<file path="config.mk">
export PLATFORM = sky130hd
export DESIGN_NAME = prom_arbiter
export DESIGN_NICKNAME = d
export VERILOG_FILES = /design/src/rtl/prom_arbiter.sv
export SDC_FILE = /design/constraint.sdc
export NUM_CORES = 1
export LEC_CHECK = 0
export BUFFER_PORTS_ARGS = -buffer_cell sky130_fd_sc_hd__buf_4
export CAP_MARGIN = 20
export CORE_MARGIN = 2
export CORE_UTILIZATION = 44
export DETAILED_ROUTE_END_ITERATION = 12
export GPL_TIMING_DRIVEN = 0
export PLACE_DENSITY = 0.76
export SYNTH_ARGS = -nofsm -noshare
export SYNTH_HDL_FRONTEND = slang
export SYNTH_SLANG_ARGS = --single-unit
</file>
<file path="constraint.sdc">
create_clock -name clk -period 1.65 [get_ports clk]
set_input_delay 0 -clock clk [delete_from_list [all_inputs] [get_ports clk]]
set_output_delay 0 -clock clk [all_outputs]
set_load 0.05 [all_outputs]
</file>
<file path="src/rtl/prom_arbiter.sv">
// Round-robin arbiter sharing the single-port boot PROM between CPU fetch (m0) and monitor/loader (m1).
// Optional read timeout abort is enabled by defining PROM_ARB_TIMEOUT_EN.
module prom_arbiter #(
  parameter int TIMEOUT = 16
) (
  input  logic        clk,
  input  logic        rst,
  input  logic        i_m0_stb,
  input  logic        i_m0_we,
  input  logic [8:0]  i_m0_addr,
  output logic        o_m0_ack,
  input  logic        i_m1_stb,
  input  logic        i_m1_we,
  input  logic [8:0]  i_m1_addr,
  output logic        o_m1_ack,
  output logic [31:0] o_m_data_out,
  output logic        o_s_stb,
  output logic        o_s_we,
  output logic [8:0]  o_s_addr,
  input  logic [31:0] i_s_data_in,
  input  logic        i_s_ack,
  output logic        o_wr_viol,
  output logic        o_tmo_err
);

  typedef enum logic [1:0] {IDLE, BUSY, ACK} state_t;

  state_t      r_state, w_state_nxt;
  logic        r_last, w_last_nxt;
  logic        r_gnt, w_gnt_nxt;
  logic        r_m0_ack, w_m0_ack_nxt;
  logic        r_m1_ack, w_m1_ack_nxt;
  logic [31:0] r_data, w_data_nxt;
  logic        r_s_stb, w_s_stb_nxt;
  logic [8:0]  r_s_addr, w_s_addr_nxt;
  logic        r_wr_viol, w_wr_viol_nxt;
  logic        r_tmo_err, w_tmo_err_nxt;

  logic        w_sel;
  logic        w_sel_we;
  logic [8:0]  w_sel_addr;
  logic        w_tmo_hit;

  // On a tie the master not granted last time wins; otherwise whichever is strobing.
  assign w_sel      = (i_m0_stb && i_m1_stb) ? ~r_last : i_m1_stb;
  assign w_sel_we   = w_sel ? i_m1_we   : i_m0_we;
  assign w_sel_addr = w_sel ? i_m1_addr : i_m0_addr;

`ifdef PROM_ARB_TIMEOUT_EN
  localparam int CW = (TIMEOUT > 2) ? $clog2(TIMEOUT) : 1;
  logic [CW-1:0] r_tmo_cnt;

  always_ff @(posedge clk) begin
    if (rst || (r_state != BUSY)) r_tmo_cnt <= '0;
    else                          r_tmo_cnt <= r_tmo_cnt + CW'(1);
  end

  assign w_tmo_hit = (r_tmo_cnt == CW'(TIMEOUT - 1));
`else
  assign w_tmo_hit = 1'b0;
`endif

  always_comb begin
    w_state_nxt   = r_state;
    w_last_nxt    = r_last;
    w_gnt_nxt     = r_gnt;
    w_data_nxt    = r_data;
    w_s_stb_nxt   = r_s_stb;
    w_s_addr_nxt  = r_s_addr;
    w_m0_ack_nxt  = 1'b0;
    w_m1_ack_nxt  = 1'b0;
    w_wr_viol_nxt = 1'b0;
    w_tmo_err_nxt = 1'b0;
    unique case (r_state)
      IDLE: begin
        if (i_m0_stb || i_m1_stb) begin
          w_last_nxt = w_sel;
          w_gnt_nxt  = w_sel;
          if (w_sel_we) begin
            w_m0_ack_nxt  = ~w_sel;
            w_m1_ack_nxt  = w_sel;
            w_wr_viol_nxt = 1'b1;
            w_state_nxt   = ACK;
          end else begin
            w_s_stb_nxt  = 1'b1;
            w_s_addr_nxt = w_sel_addr;
            w_state_nxt  = BUSY;
          end
        end
      end
      BUSY: begin
        // A PROM ack in the terminal cycle takes precedence over the abort.
        if (i_s_ack) begin
          w_data_nxt   = i_s_data_in;
          w_m0_ack_nxt = ~r_gnt;
          w_m1_ack_nxt = r_gnt;
          w_s_stb_nxt  = 1'b0;
          w_state_nxt  = ACK;
        end else if (w_tmo_hit) begin
          w_data_nxt    = '0;
          w_m0_ack_nxt  = ~r_gnt;
          w_m1_ack_nxt  = r_gnt;
          w_tmo_err_nxt = 1'b1;
          w_s_stb_nxt   = 1'b0;
          w_state_nxt   = ACK;
        end
      end
      ACK:     w_state_nxt = IDLE;
      default: w_state_nxt = IDLE;
    endcase
  end

  always_ff @(posedge clk) begin
    if (rst) begin
      r_state   <= IDLE;
      r_last    <= 1'b1;
      r_gnt     <= 1'b0;
      r_data    <= '0;
      r_s_stb   <= 1'b0;
      r_s_addr  <= '0;
      r_m0_ack  <= 1'b0;
      r_m1_ack  <= 1'b0;
      r_wr_viol <= 1'b0;
      r_tmo_err <= 1'b0;
    end else begin
      r_state   <= w_state_nxt;
      r_last    <= w_last_nxt;
      r_gnt     <= w_gnt_nxt;
      r_data    <= w_data_nxt;
      r_s_stb   <= w_s_stb_nxt;
      r_s_addr  <= w_s_addr_nxt;
      r_m0_ack  <= w_m0_ack_nxt;
      r_m1_ack  <= w_m1_ack_nxt;
      r_wr_viol <= w_wr_viol_nxt;
      r_tmo_err <= w_tmo_err_nxt;
    end
  end

  assign o_m0_ack     = r_m0_ack;
  assign o_m1_ack     = r_m1_ack;
  assign o_m_data_out = r_data;
  assign o_s_stb      = r_s_stb;
  assign o_s_we       = 1'b0;
  assign o_s_addr     = r_s_addr;
  assign o_wr_viol    = r_wr_viol;
  assign o_tmo_err    = r_tmo_err;

endmodule

</file>
After elaboration in Yosys (flattened, before gate mapping)
Index checks and enable logic that the tools add are counted.

Input bits: 57. Logic and storage cells: 49. Register bits: 49.

Equal/unequal tests: 4. Muxes and demuxes: 20. Bitwise logic cells: 6. Reduce and logical (&&, ||, !) cells: 10.

Operators by type and width (number): $mux 1 (12); $mux 9 (1); $mux 2 (3); $ne 2x2->1 const B (3); $not 1->1 (6); $pmux 1 s2 (3); $reduce_and 2->1 (3); $pmux 2 s2 (1); $reduce_and 4->1 (1); $reduce_and 3->1 (1); $reduce_or 3->1 (1); $eq 2x1->1 const B (1); $logic_not 2->1 (1); $reduce_bool 2->1 (1); $logic_and 1x1->1 (1); $logic_or 1x1->1 (1).

Depth between registers and ports, before layout
Gate-level depths: netlist of the first run.

Depth after elaboration: 6. Mapped depth: 6.

Worst setup path before layout of the first run
OpenSTA, ideal clock, no wires.

Path kind: reg2reg. Start: register r_last. End: register r_s_addr[0], in the netlist o_s_addr[0]. Setup time: 0.144 ns. Data required time: 1.506 ns. Setup slack: 0.399 ns. Clock period less this slack: 1.251 ns. Arrival time: 1.107 ns. Stages on the path, launching flop included: 6. Path through: dfxtp_1 > nand2b_2 > a32o_2 > buf_6 > a21oi_1 > a211oi_1.

Longest elaborated chain between the ends: 5. Elaborated cells on any way between the ends: 6.

Ends and longest elaborated chain: start, declared (RTL line 29) `logic r_last, w_last_nxt;`; start signal, assigned (RTL line 127) `r_last <= w_last_nxt;`; $not 1->1 * (RTL line 45) `assign w_sel = (i_m0_stb && i_m1_stb) ? ~r_last : i_m1_stb;`; $mux 1 * (RTL line 45); $mux 1 (RTL line 46) `assign w_sel_we = w_sel ? i_m1_we : i_m0_we;`; $not 1->1 (no line); $reduce_and 3->1 (no line); end signal, assigned (RTL line 131) `r_s_addr <= w_s_addr_nxt;`; end, declared (RTL line 35) `logic [8:0] r_s_addr, w_s_addr_nxt;`.

Every way passes the cells marked *; elsewhere a longest branch is shown, timed or not. A chain may end at the register's enable or synchronous reset.

Worst setup path after layout of the first run
Start: register r_last. End: register r_s_addr[7], in the netlist o_s_addr[7].

The elaborated chain is that of the path after synthesis.

==> impl_metrics.csv, run 1 <==
group,metric,value,unit
layout,final_cell_mix,"buf_4, nand2_1, dfxtp_1",
cts,numCtsBuffers,5,
placement,gp_congestion,0.7513,
placement,portBuffers,100,
timing,tightest_slew,0.6291,ns
worst_hold_path,holdPathStages,4,
synthesis,syn_inst,237,
timing,max_freq,686.8,MHz
route,remaining_drc_errors,0,
global_routing,grt_overflow,0,
floorplan,chipWidth,70.41,µm
route,detail_route.first_pass.iterations,4,
timing,fin_skew,0.003358,ns
critical_path,crit_path_end_kind,"register",
critical_path,worstPathMaxFanout,9,
global_routing,track_usage,25.17,%
cts,clkSinkCount,49,
critical_path,worst-setup-path-type,"reg2reg",
synthesis,ys_types,29,
timing,maxSlewViolCount,0,
timing,rsz0062_at_grt,"no",
timing,max-slew-margin-rel,57.83,%
global_routing,grt_pass1_wl,10130,µm
worst_hold_path,holdCritPathClass,"in2reg",
outcome,outcome,"completed",
route,drt-initial-drc-count,122,
critical_path,r2r_cells,4,
timing,finalCritPeriodShare,88.24,%
placement,placed_area,2760,µm²
timing,post-route-min-period,1.456,ns
cts,htreeDepth,2,
timing,tns,0,ns
placement,place.detailed.hpwl,3917,µm
route,vias,2185,
layout,area_delta_synth_final,64.73,%
synthesis,synthesis.area,1941,µm²
global_routing,grt_start_max_net_pins,15,
floorplan,core_area,4294,µm²
synthesis,synth-seq-cells,49,
synthesis,synth.top_cell.area_share,50.55,%
floorplan,fp.dieArea,4958,µm²
layout,finalNetCount,434,
critical_path,worst_setup_path_start_kind,"register",
power_and_ir_drop,p_leak,0.001385,µW
synthesis,yosysWarnings,0,
cts,post-cts-setup-buffers,0,
power_and_ir_drop,vdd_drop_max,0.6327,mV
floorplan,initial_core_util,45.19,%
route,viasPerCell,5.081,
layout,layout_commonest_cell,"buf_4",
floorplan,rows,24,
global_routing,grt_pass1_vias,2160,
flow_run,max-cap-violations,0,
cts,clkLatencyLatePin,0.29,ns
critical_path,cp.required,1.80,ns
cts,cts_tree,"done",
timing,finalHoldViolations,0,
layout,drive_gt1_share,33.86,%
route,drt_wl_total,6122,µm
synthesis,yosys.area.top_type,"dfxtp_1",
synthesis,synth.top_cells.by_area,"dfxtp_1, nand2_1, a21oi_1",
floorplan,die-height,70.41,µm
synthesis,avgSynthCellArea,8.188,µm²
global_routing,antenna_found_initial,0,
floorplan,ios,104,
layout,final_area,3197,µm²
cts,clockBufferDepth,2,
power_and_ir_drop,power_density,938.1,nW/µm²
cts,clk_pin_slew,0.09,ns
timing,setup_viol,0,
route,ant_nets,0,
layout,n_antenna_cell,0,
critical_path,cp.arrival,1.60,ns
cts,cts_root_buf,"clkbuf_8",
layout,fillerInstances,318,
route,routedWlPerCell,14.24,µm
synthesis,synth-seq-area-share,50.55,%
[kinds of logic (layout without fill, tap and decap cells)]
logic type / after synthesis / in the layout / share of synthesized area [%]
flip-flops: 49 / 49 / 50.55
buffers and inverters: 21 / 161 / 6.383
AND/OR/NAND/NOR: 94 / 94 / 21.28
AO/OA/AOI/OAI: 72 / 72 / 21.60
other: 1 / 2 / 0.1932
[worst paths after layout]
path                         start               end  slack (ns)
setup / recovery            r_last       o_s_addr[7]        0.19
hold / removal             i_s_ack        r_state[0]        0.03
setup reg to reg            r_last       o_s_addr[7]        0.19
hold reg to reg   o_m_data_out[17]  o_m_data_out[17]        0.46
[cells in the mapped netlist (all sizes together)]
cell / count
inv: 1
nor2b: 1
and3b: 1
clkbuf: 6
a211o: 1
a32oi: 2
or3: 9
nand2b: 1
nor2: 4
a32o: 1
o21a: 1
o21ai: 11
a22oi: 1
a21boi: 1
buf: 14
conb: 1
a21oi: 44
nand2: 70
a41oi: 1
nor3: 7
nand3b: 1
dfxtp: 49
a211oi: 9
[critical path, cell delays in order (launching register included)]
cell and delay [ns]:
dfxtp_1 0.39, nand2b_2 0.19, a21oi_1 0.09, nor3_2 0.49, a211oi_1 0.16
[state kept, by name, summed over array words and instances, names as in the netlist]
name,flops
r_gnt,1
r_last,1
r_state,2
o_m_data_out,32
o_m0_ack,1
o_s_stb,1
o_m1_ack,1
o_wr_viol,1
o_s_addr,9
[routing by layer]
metal  vias to the layer above  global-route usage (%)  part of all wire [%]
li1                       1081                       -                     -
met3                        14                   4.762                   5.0
met2                        78                   44.76                    52
met1                      1012                   30.42                    40
met4                         0                   7.906                   2.4
met5                         -                       0                     0
[report_power, final]
group | switching [µW] | total [µW] | internal (µW) | leakage [µW]
registers | 39.8 | 1300 | 1260 | 0.000399
logic | 495 | 829 | 334 | 0.000927
clock network | 377 | 872 | 494 | 0.0000585
total | 913 | 3000 | 2090 | 0.00138
[layout make-up]
class                      count  area (µm²)  area share (%)
inverter                       1       3.754          0.1174
sequential                    49       980.9           30.68
tap                           52       65.06           2.035
timing repair buffer         132        1071           33.50
buffer                        20       120.1           3.757
multi-input combinational    168       839.6           26.26
clock buffer                   7       86.33           2.701
clock inverter                 1       30.03          0.9393
[what timing repair did]
| action | 4_1_cts | 5_1_grt |
|---|---|---|
| hold buffers | 32 | 0 |
| endpoints found under the hold margin | 32 | 0 |
| resized for setup | 0 | 0 |
[metrics by stage]
stage                     instances  setup slack, ns  util (%)  total power, µW  hold WS, ns
after floorplan                 238           0.3987         -             1810       0.1360
after global placement          390           0.2413     64.28             2073       0.2481
after detailed placement        390           0.2237     64.28             2083       0.2559
after CTS                       430           0.2059     74.45             3012      0.01128
after global routing            430          0.06636     74.45             3127      0.04575
final                           430           0.1940     74.45             2999      0.02556
Note: power is estimated with default switching activity, not from simulation.
==> run 2: changes to the inputs <==
SETUP_SLACK_MARGIN = 0.3   (was not set)
==> run 2 against run 1 <==
Register-to-register slack better by 0.15 ns. Critical path depth is 2 higher. Sequential power hardly changed. Largest cell class unchanged. Global-route usage is 0.076 points higher. Via count is 0.37% higher. Cell count is 0.70% higher. Clock-buffer cell count stayed put. Highest routed layer unchanged. Utilization is 2.0 points higher. Setup slack better by 0.15 ns. Maximum frequency is 11% higher.
==> impl_metrics.csv, run 2 (synthesized netlist as in run 1, its figures left out) <==
group,metric,value,unit
global_routing,antenna_found_initial,0,
layout,finalNetCount,437,
critical_path,worst-r2r-setup-slack,0.34,ns
critical_path,cp.required,1.81,ns
timing,setup_viol,0,
layout,drive_gt1_share,35.17,%
critical_path,rr_endpoint,"o_m_data_out[9]",
placement,gp_congestion,0.7513,
floorplan,ios,104,
floorplan,die-height,70.41,µm
route,drt_wl_total,6244,µm
critical_path,worstPathMaxFanout,10,
timing,post-route-min-period,1.310,ns
floorplan,chipWidth,70.41,µm
floorplan,core_area,4294,µm²
cts,cts_tree,"done",
timing,rsz0062_at_grt,"no",
global_routing,grt_overflow,0,
placement,dpl.cell_count,390,
timing,max_freq,763.6,MHz
placement,place.detailed.hpwl,3917,µm
layout,final_cell_mix,"buf_4, nand2_1, dfxtp_1",
timing,finalHoldViolations,0,
cts,clockBufferDepth,2,
critical_path,cp-startpoint,"r_state[1]",
layout,fillerInstances,309,
cts,htreeDepth,2,
timing,max-slew-margin-rel,62.92,%
route,detail_route.first_pass.iterations,4,
global_routing,grt_start_max_net_pins,15,
floorplan,rows,24,
global_routing,grt_pass1_wl,10140,µm
layout,layout_commonest_cell,"buf_4",
floorplan,initial_core_util,45.19,%
power_and_ir_drop,vdd_drop_max,0.6434,mV
critical_path,worst-setup-path-type,"reg2reg",
timing,fin_skew,0.004730,ns
power_and_ir_drop,p_leak,0.001417,µW
flow_run,max-cap-violations,0,
cts,numCtsBuffers,5,
power_and_ir_drop,power_density,925.8,nW/µm²
route,drt-initial-drc-count,137,
timing,maxSlewViolCount,0,
route,remaining_drc_errors,0,
worst_hold_path,hold_start,"i_s_ack",
layout,n_antenna_cell,0,
critical_path,worst_setup_path_start_kind,"register",
route,viasPerCell,5.065,
timing,whs,0.03580,ns
cts,clk_pin_slew,0.08,ns
timing,finalCritPeriodShare,79.37,%
route,vias,2193,
layout,area_delta_synth_final,69.05,%
cts,clkLatencyLatePin,0.29,ns
critical_path,cp.arrival,1.47,ns
global_routing,track_usage,25.25,%
critical_path,r2r-start,"r_state[1]",
timing,tns,0,ns
timing,tightest_slew,0.5563,ns
placement,portBuffers,100,
layout,final_cells,433,
critical_path,r2r_cells,6,
route,ant_nets,0,
cts,cts_root_buf,"clkbuf_8",
worst_hold_path,holdCritPathClass,"in2reg",
floorplan,fp.dieArea,4958,µm²
layout,largest_reg_flops,32,
critical_path,crit_path_end,"o_m_data_out[9]",
cts,clkSinkCount,49,
critical_path,crit_path_end_kind,"register",
global_routing,grt_pass1_vias,2167,
route,routedWlPerCell,14.42,µm
outcome,outcome,"completed",
==> run 2: changes by cell type in the layout (fill, tap and decap cells not counted), sizes merged <==
cell	previous run	this run
clkbuf	13	14
buf	114	116
==> run 2: per-layer routing <==
layer / track usage [%] / wire, µm / share of wire, % / up-vias
li1: - / - / - / 1087
met1: 30.56 / 2545 / 41 / 1018
met2: 45.28 / 3299 / 53 / 76
met3: 4.762 / 290 / 4.6 / 12
met4: 7.051 / 108 / 1.7 / 0
met5: 0 / 0 / 0 / -
==> run 2: repair_timing <==
action,in CTS,in global routing
endpoints found under the hold margin,32,0
cloned,0,0
setup buffers,0,3
endpoints found under the setup margin,11,42
gates resized for setup,4,15
pin swaps,0,0
hold buffers,32,0
==> run 2: stage by stage <==
stage	utilization (%)	total power, µW	instance area (µm²)	setup WS [ns]
after global routing	76.40	3170	3281	0.2678
after global placement	64.28	2073	2760	0.2413
final	76.40	3037	3281	0.3404
after floorplan	-	1810	1944	0.3987
after detailed placement	64.28	2083	2760	0.2237
after CTS	74.83	3021	3213	0.2771
==> run 2: area by class of cell <==
class / count / area [µm²] / share of cell area [%]
multi-input cells: 168 / 864.6 / 26.35
flip-flops and latches: 49 / 982.2 / 29.94
inverters: 1 / 3.754 / 0.1144
plain buffers: 20 / 155.1 / 4.729
repair buffers: 135 / 1094 / 33.33
well taps: 52 / 65.06 / 1.983
clock inverters: 1 / 30.03 / 0.9153
clock buffers: 7 / 86.33 / 2.632
==> run 2: worst min-delay path by stage <==
stage,to,cells after the start,slack [ns]
CTS,o_wr_viol,3,0.01
finish,r_state[0],4,0.04
detailed placement,o_m_data_out[5],3,0.26
global route,o_s_addr[0],3,0.05
floorplan,o_m_data_out[0],2,0.14
global placement,o_m_data_out[13],3,0.25
==> run 2: power breakdown <==
part           switching, µW  internal, µW  leakage [µW]
sequential              41.1          1260      0.000399
clock                    372           494     0.0000585
combinational            511           360      0.000960
total                    924          2110       0.00142
==> run 2: critical path, stage by stage (launching register included) <==
cell and delay (ns):
dfxtp_1 0.30, buf_4 0.16, nand3b_1 0.22, buf_4 0.19, buf_4 0.17, nand2_1 0.07
a21oi_1 0.07
==> run 3: changes to the inputs <==
clock period = 1.25 ns   (was 1.65 ns; I/O delays follow)
==> run 3 against run 2 <==
The flow now finishes with violations (setup timing). Maximum frequency down 6.9%. First-iteration DRC count increased by 47%. Die area unchanged. Cell count up 5.3%. Global-route usage rose by 5.7 points. Critical path type unchanged.
==> impl_metrics.csv, run 3 (synthesized netlist as in run 1, its figures left out) <==
group,metric,value,unit
global_routing,grt_overflow,0,
layout,utilization,91.38,%
global_routing,grt_pass1_vias,2349,
cts,clkSinkCount,49,
cts,cts_root_buf,"clkbuf_8",
floorplan,rows,24,
global_routing,antenna_found_initial,1,
critical_path,worst-r2r-setup-slack,-0.16,ns
floorplan,die-height,70.41,µm
timing,tightest_slew,0.7357,ns
timing,fin_ws,-0.1562,ns
cts,clk_pin_slew,0.09,ns
timing,whs,0.05438,ns
timing,max_freq,711.1,MHz
global_routing,grt_pass1_wl,11910,µm
cts,cts_tree,"done",
cts,clkLatencyLatePin,0.31,ns
layout,area_delta_synth_final,102.2,%
route,viasPerCell,5.882,
critical_path,r2r-start,"r_state[1]",
placement,place_ws,-0.06763,ns
placement,place.detailed.hpwl,3951,µm
placement,portBuffers,100,
route,vias,2682,
global_routing,grt_start_max_net_pins,14,
timing,maxSlewViolCount,0,
outcome,outcome,"complete, but fails checks",
layout,drive_gt1_share,61.54,%
route,drt-initial-drc-count,202,
floorplan,chipWidth,70.41,µm
outcome,violations,"setup timing",
placement,dpl.cell_count,390,
global_routing,track_usage,30.97,%
worst_hold_path,holdPathStages,3,
timing,max-slew-margin-rel,50.95,%
critical_path,crit_path_end_kind,"register",
route,detail_route.first_pass.iterations,4,
critical_path,worst_setup_path_start_kind,"register",
critical_path,r2r_cells,6,
route,ant_nets,0,
worst_hold_path,hold_start,"i_m1_addr[1]",
timing,finalCritPeriodShare,112.5,%
critical_path,rr_endpoint,"o_m_data_out[3]",
critical_path,worst-setup-path-type,"reg2reg",
layout,layout_commonest_cell,"buf_4",
flow_run,max-cap-violations,0,
critical_path,cp.required,1.46,ns
route,remaining_drc_errors,0,
power_and_ir_drop,power_density,1076,nW/µm²
route,routedWlPerCell,22.57,µm
layout,fillerInstances,161,
worst_hold_path,min_to,"o_s_addr[1]",
layout,final_cells,456,
critical_path,cp.arrival,1.62,ns
floorplan,core_area,4294,µm²
timing,rsz0062_at_grt,"yes",
layout,final_cell_mix,"buf_4, dfxtp_1, nand2_2",
power_and_ir_drop,p_leak,0.001691,µW
cts,clockBufferDepth,2,
critical_path,worstPathMaxFanout,8,
floorplan,ios,104,
route,drt_wl_total,10290,µm
timing,post-route-min-period,1.406,ns
layout,largest_reg_flops,32,
layout,finalNetCount,461,
worst_hold_path,holdCritPathClass,"in2reg",
placement,gp_congestion,0.8318,
cts,numCtsBuffers,5,
power_and_ir_drop,vdd_drop_max,0.8817,mV
floorplan,fp.dieArea,4958,µm²
floorplan,initial_core_util,45.19,%
cts,htreeDepth,2,
timing,setup_viol,45,
timing,finalHoldViolations,0,
timing,fin_skew,0.006298,ns
-- run 3: cell count changes in the layout (fill, tap and decap cells not counted), moves of 2 or more --
cell,before,now
buf_6,6,22
nand2_4,0,16
buf_8,1,5
buf_4,108,111
nor3_1,5,3
nand2_1,70,15
a21oi_1,42,12
a21oi_2,2,32
nand2_2,0,39
nor3_2,1,3
-- run 3: area by class of cell --
cell class              count  area [µm²]  area share, %
diodes                      1       2.502        0.06378
plain buffers              20       183.9          4.687
clock buffers               5       68.82          1.754
clock inverters             1       5.005         0.1276
inverters                   1       3.754        0.09566
multi-input cells         168        1239          31.57
flip-flops and latches     49       985.9          25.13
well taps                  52       65.06          1.658
repair buffers            159        1370          34.92
-- run 3: per-stage QoR --
step | setup TNS (ns) | instance area, µm² | power (µW)
after global placement | -0.4073 | 2851 | 2813
after global routing | -3.835 | 3924 | 4328
after detailed placement | -1.035 | 2851 | 2824
final | -1.995 | 3924 | 4224
after floorplan | 0 | 2036 | 2459
after CTS | 0 | 3621 | 3951
-- run 3: power breakdown --
| part | switching (µW) | internal (µW) |
|---|---|---|
| Clock | 545 | 370 |
| Sequential | 91.2 | 1660 |
| Combinational | 885 | 668 |
| Total | 1520 | 2700 |
-- run 3: routing by layer --
layer	routed length [µm]	GRT usage (%)	part of all wire (%)	up-vias
met3	926	6.349	9.0	65
li1	-	-	-	1139
met5	0	0	0	-
met2	5046	54.40	49	217
met1	3666	37.18	36	1261
met4	651	10.90	6.3	0
-- run 3: critical path, cell delays in order (launching register included) --
cell and delay, ns:
dfxtp_2 0.33, buf_6 0.12, and3b_1 0.22, buf_6 0.17, buf_6 0.15, nand2_1 0.10
a21oi_1 0.22
-- run 3: worst max-delay path by stage --
stage                    start          endpoint  slack [ns]  cells past startpoint
finish              r_state[1]   o_m_data_out[3]       -0.16                      6
global route        r_state[1]   o_m_data_out[3]       -0.20                      6
CTS                     r_last       o_s_addr[0]       0.005                      5
detailed placement  r_state[1]  o_m_data_out[22]       -0.07                      5
global placement    r_state[1]  o_m_data_out[31]       -0.02                      5
floorplan               r_last       o_s_addr[0]        0.09                      5
-- run 3: repair_timing --
item                       4_1_cts  5_1_grt
gates cloned                     7        0
setup endpoints to repair       49       49
gates resized for setup         64       71
setup buffers                   14        5
hold endpoints to repair        33        0
hold buffers                    33        0
pin swaps                       43       32
